<file path="src/rtl/qspi_cmd_if.sv">
// Signal bundle between the QSPI command engine and its surroundings:
// bus FIFOs, the 32-bit register port, the byte-wide memory port and status.
interface qspi_cmd_if #(
  parameter int ADDR_W = 24
);
  // request FIFO (consumer side) and response FIFO (producer side)
  logic              rd_empty;
  logic [7:0]        rd_data;
  logic              rd_en;
  logic              wr_full;
  logic              wr_en;
  logic [7:0]        wr_data;

  logic [7:0]        reg_addr;
  logic [31:0]       reg_wdata;
  logic              reg_we;
  logic              reg_re;
  logic [31:0]       reg_rdata;

  logic [ADDR_W-1:0] mem_addr;
  logic [7:0]        mem_wdata;
  logic              mem_we;
  logic              mem_re;
  logic              mem_ready;
  logic              mem_rvalid;
  logic [7:0]        mem_rdata;

  logic              busy;
  logic              cmd_err;

  modport master (
    input  rd_empty, rd_data, wr_full, reg_rdata,
           mem_ready, mem_rvalid, mem_rdata,
    output rd_en, wr_en, wr_data, reg_addr, reg_wdata, reg_we, reg_re,
           mem_addr, mem_wdata, mem_we, mem_re, busy, cmd_err
  );

  modport slave (
    output rd_empty, rd_data, wr_full, reg_rdata,
           mem_ready, mem_rvalid, mem_rdata,
    input  rd_en, wr_en, wr_data, reg_addr, reg_wdata, reg_we, reg_re,
           mem_addr, mem_wdata, mem_we, mem_re, busy, cmd_err
  );
endinterface

</file>
<file path="src/rtl/qspi_cmd.sv">
// Packet decoder behind the QSPI slave: pops request bytes, executes register
// and memory read/write commands, and pushes read results back to the MCU.
module qspi_cmd #(
  parameter int ADDR_W = 24,
  parameter int LEN_W  = 16
) (
  input  logic       clk,
  input  logic       reset,
  qspi_cmd_if.master bus
);

  typedef enum logic [3:0] {
    S_IDLE,
    S_HDR,
    S_REG_WR,
    S_REG_RD,
    S_REG_SEND,
    S_MEM_WR_POP,
    S_MEM_WR_REQ,
    S_MEM_RD_REQ,
    S_MEM_RD_WAIT,
    S_MEM_RD_SEND
  } state_e;

  typedef enum logic [1:0] {
    OP_REG_WR,
    OP_REG_RD,
    OP_MEM_WR,
    OP_MEM_RD
  } op_e;

  state_e            state_q, state_d;
  op_e               op_q, op_d;
  logic [2:0]        cnt_q, cnt_d;
  logic              cap_q, cap_d;
  logic [1:0]        bcnt_q, bcnt_d;
  logic [ADDR_W-1:0] addr_q, addr_d;
  logic [LEN_W-1:0]  len_q, len_d;
  logic [7:0]        reg_addr_q, reg_addr_d;
  logic [31:0]       reg_wdata_q, reg_wdata_d;
  logic [23:0]       rdata_q, rdata_d;
  logic [7:0]        wr_data_q, wr_data_d;
  logic [7:0]        mem_wdata_q, mem_wdata_d;
  logic              en_q;

  logic              rd_en, wr_en, reg_we, reg_re, mem_we, mem_re, cmd_err;
  logic              rd_ok, wr_ok;
  logic [2:0]        hidx;

  function automatic logic [ADDR_W-1:0] put_addr_byte(input logic [ADDR_W-1:0] v,
                                                      input int k,
                                                      input logic [7:0] b);
    logic [ADDR_W-1:0] r;
    r = v;
    for (int i = 0; i < ADDR_W; i++) begin
      if (i / 8 == k) r[i] = b[i[2:0]];
    end
    return r;
  endfunction

  function automatic logic [LEN_W-1:0] put_len_byte(input logic [LEN_W-1:0] v,
                                                    input int k,
                                                    input logic [7:0] b);
    logic [LEN_W-1:0] r;
    r = v;
    for (int i = 0; i < LEN_W; i++) begin
      if (i / 8 == k) r[i] = b[i[2:0]];
    end
    return r;
  endfunction

  // en_q keeps the FIFO pop strobe quiet while reset is asserted
  assign rd_ok = en_q && !bus.rd_empty;
  assign wr_ok = !bus.wr_full;
  assign hidx  = (op_q == OP_REG_RD) ? 3'd0 : 3'd5 - cnt_q;

  always_comb begin
    state_d     = state_q;
    op_d        = op_q;
    cnt_d       = cnt_q;
    cap_d       = cap_q;
    bcnt_d      = bcnt_q;
    addr_d      = addr_q;
    len_d       = len_q;
    reg_addr_d  = reg_addr_q;
    reg_wdata_d = reg_wdata_q;
    rdata_d     = rdata_q;
    wr_data_d   = wr_data_q;
    mem_wdata_d = mem_wdata_q;
    rd_en       = 1'b0;
    wr_en       = 1'b0;
    reg_we      = 1'b0;
    reg_re      = 1'b0;
    mem_we      = 1'b0;
    mem_re      = 1'b0;
    cmd_err     = 1'b0;

    unique case (state_q)
      S_IDLE: begin
        if (rd_ok) begin
          rd_en = 1'b1;
          unique case (bus.rd_data)
            8'h10: begin op_d = OP_REG_WR; cnt_d = 3'd5; state_d = S_HDR; end
            8'h11: begin op_d = OP_REG_RD; cnt_d = 3'd1; state_d = S_HDR; end
            8'h20: begin op_d = OP_MEM_WR; cnt_d = 3'd5; state_d = S_HDR; end
            8'h21: begin op_d = OP_MEM_RD; cnt_d = 3'd5; state_d = S_HDR; end
            default: cmd_err = 1'b1;
          endcase
        end
      end

      S_HDR: begin
        if (rd_ok) begin
          rd_en = 1'b1;
          cnt_d = cnt_q - 3'd1;
          unique case (op_q)
            OP_REG_WR: begin
              unique case (hidx)
                3'd0:    reg_addr_d         = bus.rd_data;
                3'd1:    reg_wdata_d[7:0]   = bus.rd_data;
                3'd2:    reg_wdata_d[15:8]  = bus.rd_data;
                3'd3:    reg_wdata_d[23:16] = bus.rd_data;
                default: reg_wdata_d[31:24] = bus.rd_data;
              endcase
            end
            OP_REG_RD: reg_addr_d = bus.rd_data;
            default: begin
              // memory headers: a0..a2 then l0..l1, little-endian
              if (hidx < 3'd3) addr_d = put_addr_byte(addr_q, int'(hidx), bus.rd_data);
              else             len_d  = put_len_byte(len_q, int'(hidx) - 3, bus.rd_data);
            end
          endcase
          if (cnt_q == 3'd1) begin
            unique case (op_q)
              OP_REG_WR: state_d = S_REG_WR;
              OP_REG_RD: state_d = S_REG_RD;
              OP_MEM_WR: state_d = (len_d == '0) ? S_IDLE : S_MEM_WR_POP;
              default:   state_d = (len_d == '0) ? S_IDLE : S_MEM_RD_REQ;
            endcase
          end
        end
      end

      S_REG_WR: begin
        reg_we  = 1'b1;
        state_d = S_IDLE;
      end

      S_REG_RD: begin
        reg_re  = 1'b1;
        cap_d   = 1'b1;
        state_d = S_REG_SEND;
      end

      S_REG_SEND: begin
        // first cycle here only latches reg_rdata; pushes start the cycle after
        if (cap_q) begin
          cap_d     = 1'b0;
          bcnt_d    = 2'd0;
          wr_data_d = bus.reg_rdata[7:0];
          rdata_d   = bus.reg_rdata[31:8];
        end else if (wr_ok) begin
          wr_en     = 1'b1;
          wr_data_d = rdata_q[7:0];
          rdata_d   = {8'h00, rdata_q[23:8]};
          bcnt_d    = bcnt_q + 2'd1;
          if (bcnt_q == 2'd3) state_d = S_IDLE;
        end
      end

      S_MEM_WR_POP: begin
        if (rd_ok) begin
          rd_en       = 1'b1;
          mem_wdata_d = bus.rd_data;
          state_d     = S_MEM_WR_REQ;
        end
      end

      S_MEM_WR_REQ: begin
        mem_we = 1'b1;
        if (bus.mem_ready) begin
          addr_d  = addr_q + ADDR_W'(1);
          len_d   = len_q - LEN_W'(1);
          state_d = (len_q == LEN_W'(1)) ? S_IDLE : S_MEM_WR_POP;
        end
      end

      S_MEM_RD_REQ: begin
        mem_re = 1'b1;
        if (bus.mem_ready) state_d = S_MEM_RD_WAIT;
      end

      S_MEM_RD_WAIT: begin
        if (bus.mem_rvalid) begin
          wr_data_d = bus.mem_rdata;
          state_d   = S_MEM_RD_SEND;
        end
      end

      S_MEM_RD_SEND: begin
        if (wr_ok) begin
          wr_en   = 1'b1;
          addr_d  = addr_q + ADDR_W'(1);
          len_d   = len_q - LEN_W'(1);
          state_d = (len_q == LEN_W'(1)) ? S_IDLE : S_MEM_RD_REQ;
        end
      end

      default: state_d = S_IDLE;
    endcase
  end

  always_ff @(posedge clk or negedge reset) begin
    if (!reset) begin
      state_q     <= S_IDLE;
      op_q        <= OP_REG_WR;
      cnt_q       <= 3'd0;
      cap_q       <= 1'b0;
      bcnt_q      <= 2'd0;
      addr_q      <= '0;
      len_q       <= '0;
      reg_addr_q  <= 8'h00;
      reg_wdata_q <= 32'h0;
      rdata_q     <= 24'h0;
      wr_data_q   <= 8'h00;
      mem_wdata_q <= 8'h00;
      en_q        <= 1'b0;
    end else begin
      state_q     <= state_d;
      op_q        <= op_d;
      cnt_q       <= cnt_d;
      cap_q       <= cap_d;
      bcnt_q      <= bcnt_d;
      addr_q      <= addr_d;
      len_q       <= len_d;
      reg_addr_q  <= reg_addr_d;
      reg_wdata_q <= reg_wdata_d;
      rdata_q     <= rdata_d;
      wr_data_q   <= wr_data_d;
      mem_wdata_q <= mem_wdata_d;
      en_q        <= 1'b1;
    end
  end

  assign bus.rd_en     = rd_en;
  assign bus.wr_en     = wr_en;
  assign bus.wr_data   = wr_data_q;
  assign bus.reg_addr  = reg_addr_q;
  assign bus.reg_wdata = reg_wdata_q;
  assign bus.reg_we    = reg_we;
  assign bus.reg_re    = reg_re;
  assign bus.mem_addr  = addr_q;
  assign bus.mem_wdata = mem_wdata_q;
  assign bus.mem_we    = mem_we;
  assign bus.mem_re    = mem_re;
  assign bus.busy      = (state_q != S_IDLE);
  assign bus.cmd_err   = cmd_err;

endmodule

</file>
<file path="src/flat_wrapper.sv">
// flat-port wrapper written by rule: the top's interface ports become plain ports
module qspi_cmd_flat 
#(
  parameter int ADDR_W = 24,
  parameter int LEN_W  = 16
)
  (clk, reset, bus_rd_empty, bus_rd_data, bus_wr_full, bus_reg_rdata, bus_mem_ready, bus_mem_rvalid, bus_mem_rdata, bus_rd_en, bus_wr_en, bus_wr_data, bus_reg_addr, bus_reg_wdata, bus_reg_we, bus_reg_re, bus_mem_addr, bus_mem_wdata, bus_mem_we, bus_mem_re, bus_busy, bus_cmd_err);
  qspi_cmd_if #(.ADDR_W(ADDR_W)) bus_i ();
  input  logic clk;
  input  logic reset;
  input wire logic [$bits(bus_i.rd_empty)-1:0] bus_rd_empty;
  input wire logic [$bits(bus_i.rd_data)-1:0] bus_rd_data;
  input wire logic [$bits(bus_i.wr_full)-1:0] bus_wr_full;
  input wire logic [$bits(bus_i.reg_rdata)-1:0] bus_reg_rdata;
  input wire logic [$bits(bus_i.mem_ready)-1:0] bus_mem_ready;
  input wire logic [$bits(bus_i.mem_rvalid)-1:0] bus_mem_rvalid;
  input wire logic [$bits(bus_i.mem_rdata)-1:0] bus_mem_rdata;
  output wire logic [$bits(bus_i.rd_en)-1:0] bus_rd_en;
  output wire logic [$bits(bus_i.wr_en)-1:0] bus_wr_en;
  output wire logic [$bits(bus_i.wr_data)-1:0] bus_wr_data;
  output wire logic [$bits(bus_i.reg_addr)-1:0] bus_reg_addr;
  output wire logic [$bits(bus_i.reg_wdata)-1:0] bus_reg_wdata;
  output wire logic [$bits(bus_i.reg_we)-1:0] bus_reg_we;
  output wire logic [$bits(bus_i.reg_re)-1:0] bus_reg_re;
  output wire logic [$bits(bus_i.mem_addr)-1:0] bus_mem_addr;
  output wire logic [$bits(bus_i.mem_wdata)-1:0] bus_mem_wdata;
  output wire logic [$bits(bus_i.mem_we)-1:0] bus_mem_we;
  output wire logic [$bits(bus_i.mem_re)-1:0] bus_mem_re;
  output wire logic [$bits(bus_i.busy)-1:0] bus_busy;
  output wire logic [$bits(bus_i.cmd_err)-1:0] bus_cmd_err;
  assign bus_i.rd_empty = bus_rd_empty;
  assign bus_i.rd_data = bus_rd_data;
  assign bus_i.wr_full = bus_wr_full;
  assign bus_i.reg_rdata = bus_reg_rdata;
  assign bus_i.mem_ready = bus_mem_ready;
  assign bus_i.mem_rvalid = bus_mem_rvalid;
  assign bus_i.mem_rdata = bus_mem_rdata;
  assign bus_rd_en = bus_i.rd_en;
  assign bus_wr_en = bus_i.wr_en;
  assign bus_wr_data = bus_i.wr_data;
  assign bus_reg_addr = bus_i.reg_addr;
  assign bus_reg_wdata = bus_i.reg_wdata;
  assign bus_reg_we = bus_i.reg_we;
  assign bus_reg_re = bus_i.reg_re;
  assign bus_mem_addr = bus_i.mem_addr;
  assign bus_mem_wdata = bus_i.mem_wdata;
  assign bus_mem_we = bus_i.mem_we;
  assign bus_mem_re = bus_i.mem_re;
  assign bus_busy = bus_i.busy;
  assign bus_cmd_err = bus_i.cmd_err;
  qspi_cmd #(.ADDR_W(ADDR_W), .LEN_W(LEN_W)) u_core (.clk(clk), .reset(reset), .bus(bus_i));
endmodule
</file>
<file path="config.mk">
export PLATFORM = sky130hd
export DESIGN_NAME = qspi_cmd_flat
export DESIGN_NICKNAME = d
export VERILOG_FILES = /design/src/rtl/qspi_cmd_if.sv /design/src/rtl/qspi_cmd.sv /design/src/flat_wrapper.sv
export SDC_FILE = /design/constraint.sdc
export NUM_CORES = 1
export LEC_CHECK = 0
export ABC_AREA = 1
export CORE_MARGIN = 10
export CORE_UTILIZATION = 50
export DETAILED_ROUTE_END_ITERATION = 8
export PLACE_DENSITY = 0.78
export SYNTH_ARGS = -nofsm -noshare
export SYNTH_HDL_FRONTEND = slang
export SYNTH_SLANG_ARGS = --single-unit
</file>
<file path="constraint.sdc">
create_clock -name clk -period 2.6 [get_ports clk]
set_clock_uncertainty 0.05 [all_clocks]
set_input_delay 0.26 -clock clk [delete_from_list [all_inputs] [get_ports clk]]
set_output_delay 0.26 -clock clk [all_outputs]
set_load 0.02 [all_outputs]
</file>
# Word level (Yosys, flattened, before mapping)
# Index checks and enable logic that the tools add are counted.
# classes
magnitude_cmp	1
muxes	101
n_eq_ne	45
add_sub_neg	6
n_bitwise	1
n_reduce_logical	35
# ops
cell	n
2-to-1 mux 24 bit	7
2-to-1 mux 16 bit	7
case mux 24 bit (3 select lines)	1
2-to-1 mux 1 bit	51
2-to-1 mux 4 bit	12
case mux 16 bit (3 select lines)	1
case mux 4 bit (9 select lines)	1
== test 2 x 32 -> 1 bit (first input constant)	1
zero test 32 bit	1
2-to-1 mux 8 bit	4
case mux 8 bit (2 select lines)	2
AND reduction 4 bit	7
adder 24 x 1 -> 24 bit (second input constant)	1
2-to-1 mux 3 bit	7
AND reduction 7 bit	3
!= test 2 x 1 -> 1 bit (second input constant)	10
!= test 2 bit (second input constant)	9
== test 16 x 1 -> 1 bit (second input constant)	1
== test 4 x 3 -> 1 bit (second input constant)	4
== test 8 x 5 -> 1 bit (second input constant)	2
== test 8 x 6 -> 1 bit (second input constant)	2
zero test 16 bit	1
subtractor 16 x 1 -> 16 bit (second input constant)	1
case mux 3 bit (2 select lines)	2
35 further kinds	51
# word_totals
input_bits	54
reg_bits	133
elab_cells	207
output_inout_bits	88

# Logic depth before layout (Yosys ltp)
# Gate-level depths: netlist (run 1).
# logic_depth
word_depth	15
depth_mapped	18
mapped_depth_nobuf	17

# Least setup slack after synthesis (run 1)
# OpenSTA, ideal clock, no wires.
# synth_path
kind	register -> register
start	register u_core.cnt_q[1]
end	register u_core.state_q[0]
n_path_buf	1
arrival_time_ps	2074
path_stages_with_launch	17
required_time_ps	2428
path_slack_ps	354
setup_ps	122
period_less_slack_ps	2246
path_cell_list	dfrtp_1 -> inv_2 -> nand2_2 -> nand3_2 -> ha_1 -> nand2_1 -> nor2_4 -> buf_6 -> o21ai_1 -> nor2_1 -> nand2_1 -> nor2_1 -> nand3_2 -> nand2_2 -> nand2_1 -> nand2_1 -> o21ai_1
# synth_between
elab_chain_cells	15
elab_cells_between_ends	36
cone_classes	add/sub: 2; order compare: 1; eq/ne: 3; mux: 27; reduce/logical: 3
# synth_lines
item	line_no	source
from (decl)	qspi_cmd.sv:34	logic [2:0] cnt_q, cnt_d;
from (signal assigned)	qspi_cmd.sv:231	cnt_q <= cnt_d;
subtractor 3 bit	qspi_cmd.sv:75	assign hidx = (op_q == OP_REG_RD) ? 3'd0 : 3'd5 - cnt_q;
2-to-1 mux 3 bit	qspi_cmd.sv:75	
subtractor 3 x 2 -> 4 bit	qspi_cmd.sv:130	else len_d = put_len_byte(len_q, int'(hidx) - 3, bus.rd_data);
== test 2 x 32 -> 1 bit / zero test 32 bit (equally long branches)	qspi_cmd.sv:67	if (i / 8 == k) r[i] = b[i[2:0]];
2-to-1 mux 1 bit	qspi_cmd.sv:67	
2-to-1 mux 16 bit	qspi_cmd.sv:129	if (hidx < 3'd3) addr_d = put_addr_byte(addr_q, int'(hidx), bus.rd_data);
2-to-1 mux 16 bit	qspi_cmd.sv:116	unique case (op_q)
2-to-1 mux 16 bit	qspi_cmd.sv:113	if (rd_ok) begin
2-to-1 mux 16 bit	qspi_cmd.sv:98	unique case (state_q)
zero test 16 bit	qspi_cmd.sv:137, qspi_cmd.sv:138	
2-to-1 mux 3 bit (on tied branches)	qspi_cmd.sv:138, qspi_cmd.sv:137	
case mux 4 bit (3 select lines)	qspi_cmd.sv:134	unique case (op_q)
2-to-1 mux 4 bit	qspi_cmd.sv:133	if (cnt_q == 3'd1) begin
2-to-1 mux 4 bit	qspi_cmd.sv:113	
case mux 4 bit (9 select lines)	qspi_cmd.sv:98	
to (signal assigned)	qspi_cmd.sv:229	state_q <= state_d;
to (decl)	qspi_cmd.sv:32	state_e state_q, state_d;
# Several ways; a longest one is shown, not always the timed one. The select of a mux whose other input is x is not followed.
# A chain may end at the register's enable or synchronous reset.

# Worst setup path in the final report (run 1)
# layout_path
start	register u_core.state_q[1]
end	output bus_rd_en
# layout_between
elab_chain_cells	3
elab_cells_between_ends	5
cone_classes	eq/ne: 2; mux: 1; reduce/logical: 2
# layout_lines
item	line_no	source
== test 4 x 1 -> 1 bit (tied with other cells)	qspi_cmd.sv:98	
OR reduction 3 bit (no source line) *	--	
2-to-1 mux 1 bit *	--	
to (decl)	flat_wrapper.sv:18	output wire logic [$bits(bus_i.rd_en)-1:0] bus_rd_en;
# Mark *: on every way between the ends. The rest lies on a longest branch, timed or not.

==> results of run 1 <==
==> cells by family (layout without fill, tap and decap cells) <==
group | after synthesis | after routing
adders and majority gates | 8 | 8
xor gates and xnor gates | 16 | 16
buffers and inverters | 135 | 319
AOI/OAI and AO/OA | 236 | 236
DFF | 133 | 133
and+or+nand+nor | 388 | 388
other | 1 | 2
==> area by class of cell <==
type	count	share of cell area
sequential	133	0.342
antenna	1	0.000257
timing repair buffer	181	0.180
inverter	106	0.0422
tap	180	0.0232
multi-input combinational	649	0.350
clock buffer	21	0.0484
clock inverter	11	0.0127
==> path summary, 6_finish.rpt <==
kind / slack (ns) / endpoint / depth (start not counted) / from
setup reg to reg: 0.22 / u_core.state_q[2] / 16 / u_core.cnt_q[1]
hold reg to reg: 0.43 / u_core.bus.reg_wdata[14] / 2 / u_core.bus.reg_wdata[14]
max in group asynchronous: 1.67 / u_core.bus.mem_addr[2] / 3 / reset
min in group clk: 0.35 / u_core.bus.wr_data[1] / 3 / bus_mem_rdata[1]
setup / recovery: 0.11 / bus_rd_en / 6 / u_core.state_q[1]
hold / removal: 0.22 / u_core.bus.reg_wdata[29] / 2 / reset
==> layer usage <==
metal,part of all wire,up-vias
met3,0.075,42
met4,0.018,0
met1,0.44,3281
met2,0.47,272
met5,0,-
li1,-,3416
==> timing repair <==
item                                   in CTS  in global routing
setup buffers                               0                  4
endpoints found under the hold margin      19                  0
resized for setup                           0                  8
setup endpoints to repair                   0                  6
hold buffers                                1                  0
==> flip-flops by register name, summed over array words and instances, names as in the netlist <==
name,cells
u_core.bcnt_q,2
u_core.bus.mem_addr,24
u_core.bus.mem_wdata,8
u_core.bus.reg_addr,8
u_core.bus.reg_wdata,32
u_core.bus.wr_data,8
u_core.cap_q,1
u_core.cnt_q,3
u_core.en_q,1
u_core.len_q,16
u_core.op_q,2
u_core.rdata_q,24
u_core.state_q,4
==> worst max-delay path, cell delays in order, from the launching register on <==
cell,delay [ns]
dfrtp_1,0.41
inv_1,0.18
nand2_2,0.14
nor2_2,0.22
nand2_1,0.10
nand2_1,0.08
clkdlybuf4s50_1,0.63
==> placed cells by master, fill, tap and decap left out, types with 4 or more instances in the layout <==
| master | count |
|---|---|
| xnor2_1 | 10 |
| dfrtp_1 | 133 |
| o22ai_1 | 5 |
| nor2_1 | 77 |
| nor3_1 | 16 |
| ha_1 | 7 |
| a31oi_1 | 18 |
| o211ai_1 | 27 |
| o31ai_1 | 4 |
| clkdlybuf4s50_1 | 139 |
| o21ai_0 | 117 |
| nor2_4 | 5 |
| a21oi_1 | 29 |
| inv_2 | 9 |
| nor2_2 | 10 |
| nand4_1 | 16 |
| nand3_1 | 26 |
| clkbuf_16 | 17 |
| buf_4 | 37 |
| o21ai_1 | 19 |
| nand2_1 | 211 |
| nand2_2 | 7 |
| inv_1 | 92 |
| xor2_1 | 6 |
==> power by group <==
part,internal [mW],switching [mW]
sequential,2.94,0.689
clock,1.49,0.928
combinational,2.40,3.52
total,6.83,5.14
==> flow_metrics.tcl, run 1 <==
set metrics [dict create \
    yosys_register_bits 133 \
    synthAdderAreaFrac 0.0138 \
    clock_latency_ns 0.43 \
    synth_area_leader_cell "dfrtp_1" \
    power_leakage_nw 4.44 \
    post_dp_cell_area_sq_um 9040 \
    met3_usage 0.0595 \
    top_level_ports 142 \
    dieArea_sq_um 19800 \
    syn_nets 979 \
    run_status "completed" \
    dp_cells 1244 \
    cts_sinks 133 \
    finalSetupViolations 0 \
    rows 43 \
    drt_iter0_drc 622 \
    ys_seq_area_frac 0.458 \
    fin_nets 1150 \
    grt.busiest_layer "met2" \
    worst_ep_arrival_time_ns 2.18 \
    rsz0062_at_grt "no" \
    cts_buffers 17 \
    met1_usage 0.284 \
    start_kind "flop" \
    endpoint_kind "output pin" \
    finish.utilization 0.692 \
    finalNonFillerCells 1282 \
    synthTopCellsByArea "dfrtp_1 46%, nand2_1 11%, o21ai_0 8.1%" \
    pre_cts_ws_ns 0.108 \
    hold_violations 0 \
    hold_ws_ns 0.223 \
    overflow 0 \
    grt_first_pass_wirelength_mm 35.4 \
    crit_fanout 4 \
    die_w_um 141 \
    place.gp.congestion 0.945 \
    yosysWarningCount 0 \
    period_share 0.958 \
    yosys.area.top_type_share 0.458 \
    synth_cell_types 48 \
    grt_use_met2 0.347 \
    synth_async_sr_flop_share 1.00 \
    drive_gt1_frac 0.118 \
    clk_pin_slew_ns 0.06 \
    routed_via_density 5.47 \
    timing.final.ws_setup_ns 0.110 \
    core_area_sq_um 14000 \
    cts_root_buf "clkbuf_16" \
    synth_top_flop_cell "dfrtp_1" \
    min_path_type "in2async" \
    drtPass1Iterations 5 \
    synth_mux_area_frac 0 \
    vias 7011 \
    wirelength_mm 21.8 \
    max-clock-path-buffers 2 \
    tightest_slew_ns 0.557 \
    multi_input_area_sq_um 3410 \
    antenna_left 0 \
    portBuffers 141 \
    die_height_um 141 \
    area_growth_pct 33.8 \
    yosys.area_share.xor_xnor 0.0193 \
    crit_type "reg2out" \
    antenna_found_initial 0 \
    synth.avg_cell_area_sq_um 7.92 \
    netlist_area_sq_um 7270 \
    finalMaxSlewViolations 0 \
    setup-tns-final_ns 0 \
    synthSimpleGateAreaFrac 0.246 \
    yosysMostFrequentCell "nand2_1" \
    seq_area_sq_um 3330 \
    irDropWorstVdd_mv 0.745 \
    grt_max_degree 59 \
    fillers 1111 \
    synth-compound-area-share 0.186 \
    grt_usage 0.218 \
    slew_headroom 0.627 \
    total_power_mw 12.0 \
    maxCapViolCount 0 \
    synth-edff-count 0 \
    drc 0 \
    clock.fmax_ghz 0.402 \
    yosys-top-cells-count "213 x nand2_1, 133 x dfrtp_1, 117 x o21ai_0" \
    hpwl_mm 15.9 \
    htree_levels 4 \
    synth_top_family_by_area "simple AND/OR/NAND/NOR gates" \
    fin_area_sq_um 9720 \
    initial_core_util 0.517 \
    crit_required_ns 2.29 \
    grt_pass1_vias 6787 \
    netlist_instances 917 \
    finalCriticalPeriod_ns 2.49 \
    power_density_nw_per_um2 1230 \
    cts_tree "yes" \
    wl_per_cell_um 17.0 \
]
No activity file was read; power rests on OpenSTA's default activity.
==> run 2, diff against run 1 <==
--- a/config.mk
+++ b/config.mk
@@ -6,7 +6,7 @@
 export NUM_CORES = 1
 export LEC_CHECK = 0
 export ABC_AREA = 1
-export CORE_MARGIN = 10
+export CORE_MARGIN = 2
 export CORE_UTILIZATION = 50
 export DETAILED_ROUTE_END_ITERATION = 8
 export PLACE_DENSITY = 0.78
==> flow_metrics.tcl, run 2 (synthesis gave the netlist of run 1 again) <==
set metrics [dict create \
    finalNonFillerCells 1276 \
    final_common_cell "nand2_1" \
    hold_violations 0 \
    grt_first_pass_wirelength_mm 33.1 \
    die_height_um 125 \
    cts_tree "yes" \
    fin_nets 1141 \
    grt_pass1_vias 6539 \
    hpwl_mm 14.2 \
    drc 0 \
    maxCapViolCount 0 \
    wirelength_mm 20.2 \
    drt_iter0_drc 705 \
    routed_via_density 5.42 \
    cp.depth 6 \
    finalCriticalPeriod_ns 2.46 \
    grt_max_degree 66 \
    crit_path_max_incr_delay_ns 0.65 \
    crit_type "reg2out" \
    cts_sinks 133 \
    grt_usage 0.264 \
    clock_latency_ns 0.43 \
    core_area_sq_um 14400 \
    slew_headroom 0.588 \
    top_level_ports 142 \
    r2r_cells 18 \
    reg2reg_from "u_core.op_q[1]" \
    finish.utilization 0.671 \
    worst_ep_arrival_time_ns 2.15 \
    die_w_um 125 \
    clk_pin_slew_ns 0.06 \
    hold_ws_ns 0.330 \
    crit_buf_inv 3 \
    htree_levels 4 \
    crit_path_top_delay_cell "clkdlybuf4s50_1" \
    endpoint_kind "output pin" \
    dp_cells 1238 \
    drive_gt1_frac 0.114 \
    r2r_end "u_core.state_q[2]" \
    setup-tns-final_ns 0 \
    finalMaxSlewViolations 0 \
    diodes 0 \
    initial_core_util 0.506 \
    crit_path_start "u_core.en_q" \
    rows 44 \
    antenna_found_initial 0 \
    overflow 0 \
    run_status "completed" \
    dieArea_sq_um 15500 \
    clock.fmax_ghz 0.406 \
    crit_fanout 3 \
    tightest_slew_ns 0.618 \
    vias 6922 \
    r2r_slack_ns 0.16 \
    path_cells "inv_1 > or2_2 > inv_1 > nand3_1 > nor3_1 > clkdlybuf4s50_1" \
    layout_common_cells "212 x nand2_1, 139 x clkdlybuf4s50_1, 131 x dfrtp_1" \
    period_share 0.946 \
    place.gp.congestion 0.968 \
    antenna_left 0 \
    area_growth_pct 32.7 \
    min_path_type "in2async" \
    crit_required_ns 2.29 \
    cts_root_buf "clkbuf_16" \
    cpLargestDelayFamily "buffers and inverters" \
    power_leakage_nw 4.39 \
    max-clock-path-buffers 2 \
    drtPass1Iterations 8 \
    cts_buffers 17 \
    cp-endpoint "bus_cmd_err" \
    crit_path_frequent_cell "inv_1" \
    power_density_nw_per_um2 1230 \
    finalSetupViolations 0 \
    largest_reg_flops 32 \
    portBuffers 141 \
    start_kind "flop" \
    irDropWorstVdd_mv 0.655 \
    wl_per_cell_um 15.8 \
]
==> run 2: changes by cell type in the layout (fill, tap and decap cells not counted), sizes merged <==
cell and change:
clkinv +3, inv -2, buf -10, nor2 +1, diode -1, clkbuf -1
==> run 2: stage by stage <==
step           cell area, sq um  setup WS, ns  total power [mW]
6_report                   9640         0.140              11.8
5_1_grt                    9640       -0.0189              12.7
4_1_cts                    9580        0.0315              11.8
3_5_place_dp               8970        0.0660              9.30
3_3_place_gp               8970         0.148              9.19
2_1_floorplan              7270         0.354              7.18
==> run 2: repair_timing <==
item / 4_1_cts / 5_1_grt
hold buffers: 1 / 0
gates resized for setup: 0 / 13
buffers inserted: 0 / 4
hold endpoints to repair: 63 / 0
setup endpoints to repair: 0 / 6
==> run 2: cell type report <==
type / instances / area (sq um)
sequential: 133 / 3330
fill: 1185 / 4730
timing repair buffer: 171 / 1670
clock buffer: 20 / 467
multi-input combinational: 650 / 3400
tap: 184 / 230
clock inverter: 12 / 129
inverter: 106 / 410
==> run 2: worst register-to-register path, stage by stage, from the launching register on <==
cell and delay (ns):
dfrtp_1 0.39, inv_2 0.09, nand2_4 0.11, nand3_2 0.10, ha_1 0.32, buf_4 0.14, inv_1 0.05, nor2_2 0.15
nand4_4 0.17, buf_4 0.20, nand2_1 0.06, nand2_1 0.07, nand2_1 0.08, nor2_2 0.04, nand3_2 0.09, nand2_2 0.06
nand2_1 0.06, nand2_1 0.05, o21ai_1 0.09
==> run 2: worst min path at each step <==
stage	startpoint	to	slack, ns	depth (start not counted)
finish	reset	u_core.bus.reg_addr[0]	0.33	2
global route	bus_mem_rdata[4]	u_core.bus.wr_data[4]	0.35	3
CTS	bus_mem_rdata[4]	u_core.bus.wr_data[4]	0.33	3
detailed placement	reset	u_core.bus.reg_addr[0]	0.24	1
global placement	reset	u_core.bus.reg_addr[1]	0.24	1
floorplan	reset	u_core.bcnt_q[0]	-0.09	0
==> run 2: routing by layer <==
| metal | part of all wire | track usage |
|---|---|---|
| met1 | 0.44 | 0.371 |
| met2 | 0.46 | 0.406 |
| met3 | 0.073 | 0.0511 |
| met4 | 0.028 | 0.102 |
| met5 | 0 | 0 |
==> run 2: power breakdown <==
group / leakage, nW / internal, mW / switching (mW)
Combinational: 2.45 / 2.32 / 3.43
Clock: 0.288 / 1.48 / 0.946
Sequential: 1.65 / 2.94 / 0.703
==> run 3, diff against run 2 <==
--- a/config.mk
+++ b/config.mk
@@ -6,6 +6,7 @@
 export NUM_CORES = 1
 export LEC_CHECK = 0
 export ABC_AREA = 1
+export CAP_MARGIN = 20
 export CORE_MARGIN = 2
 export CORE_UTILIZATION = 50
 export DETAILED_ROUTE_END_ITERATION = 8
==> results of run 3 <==
Final layout, timing and power as in run 2 (identical DEF).
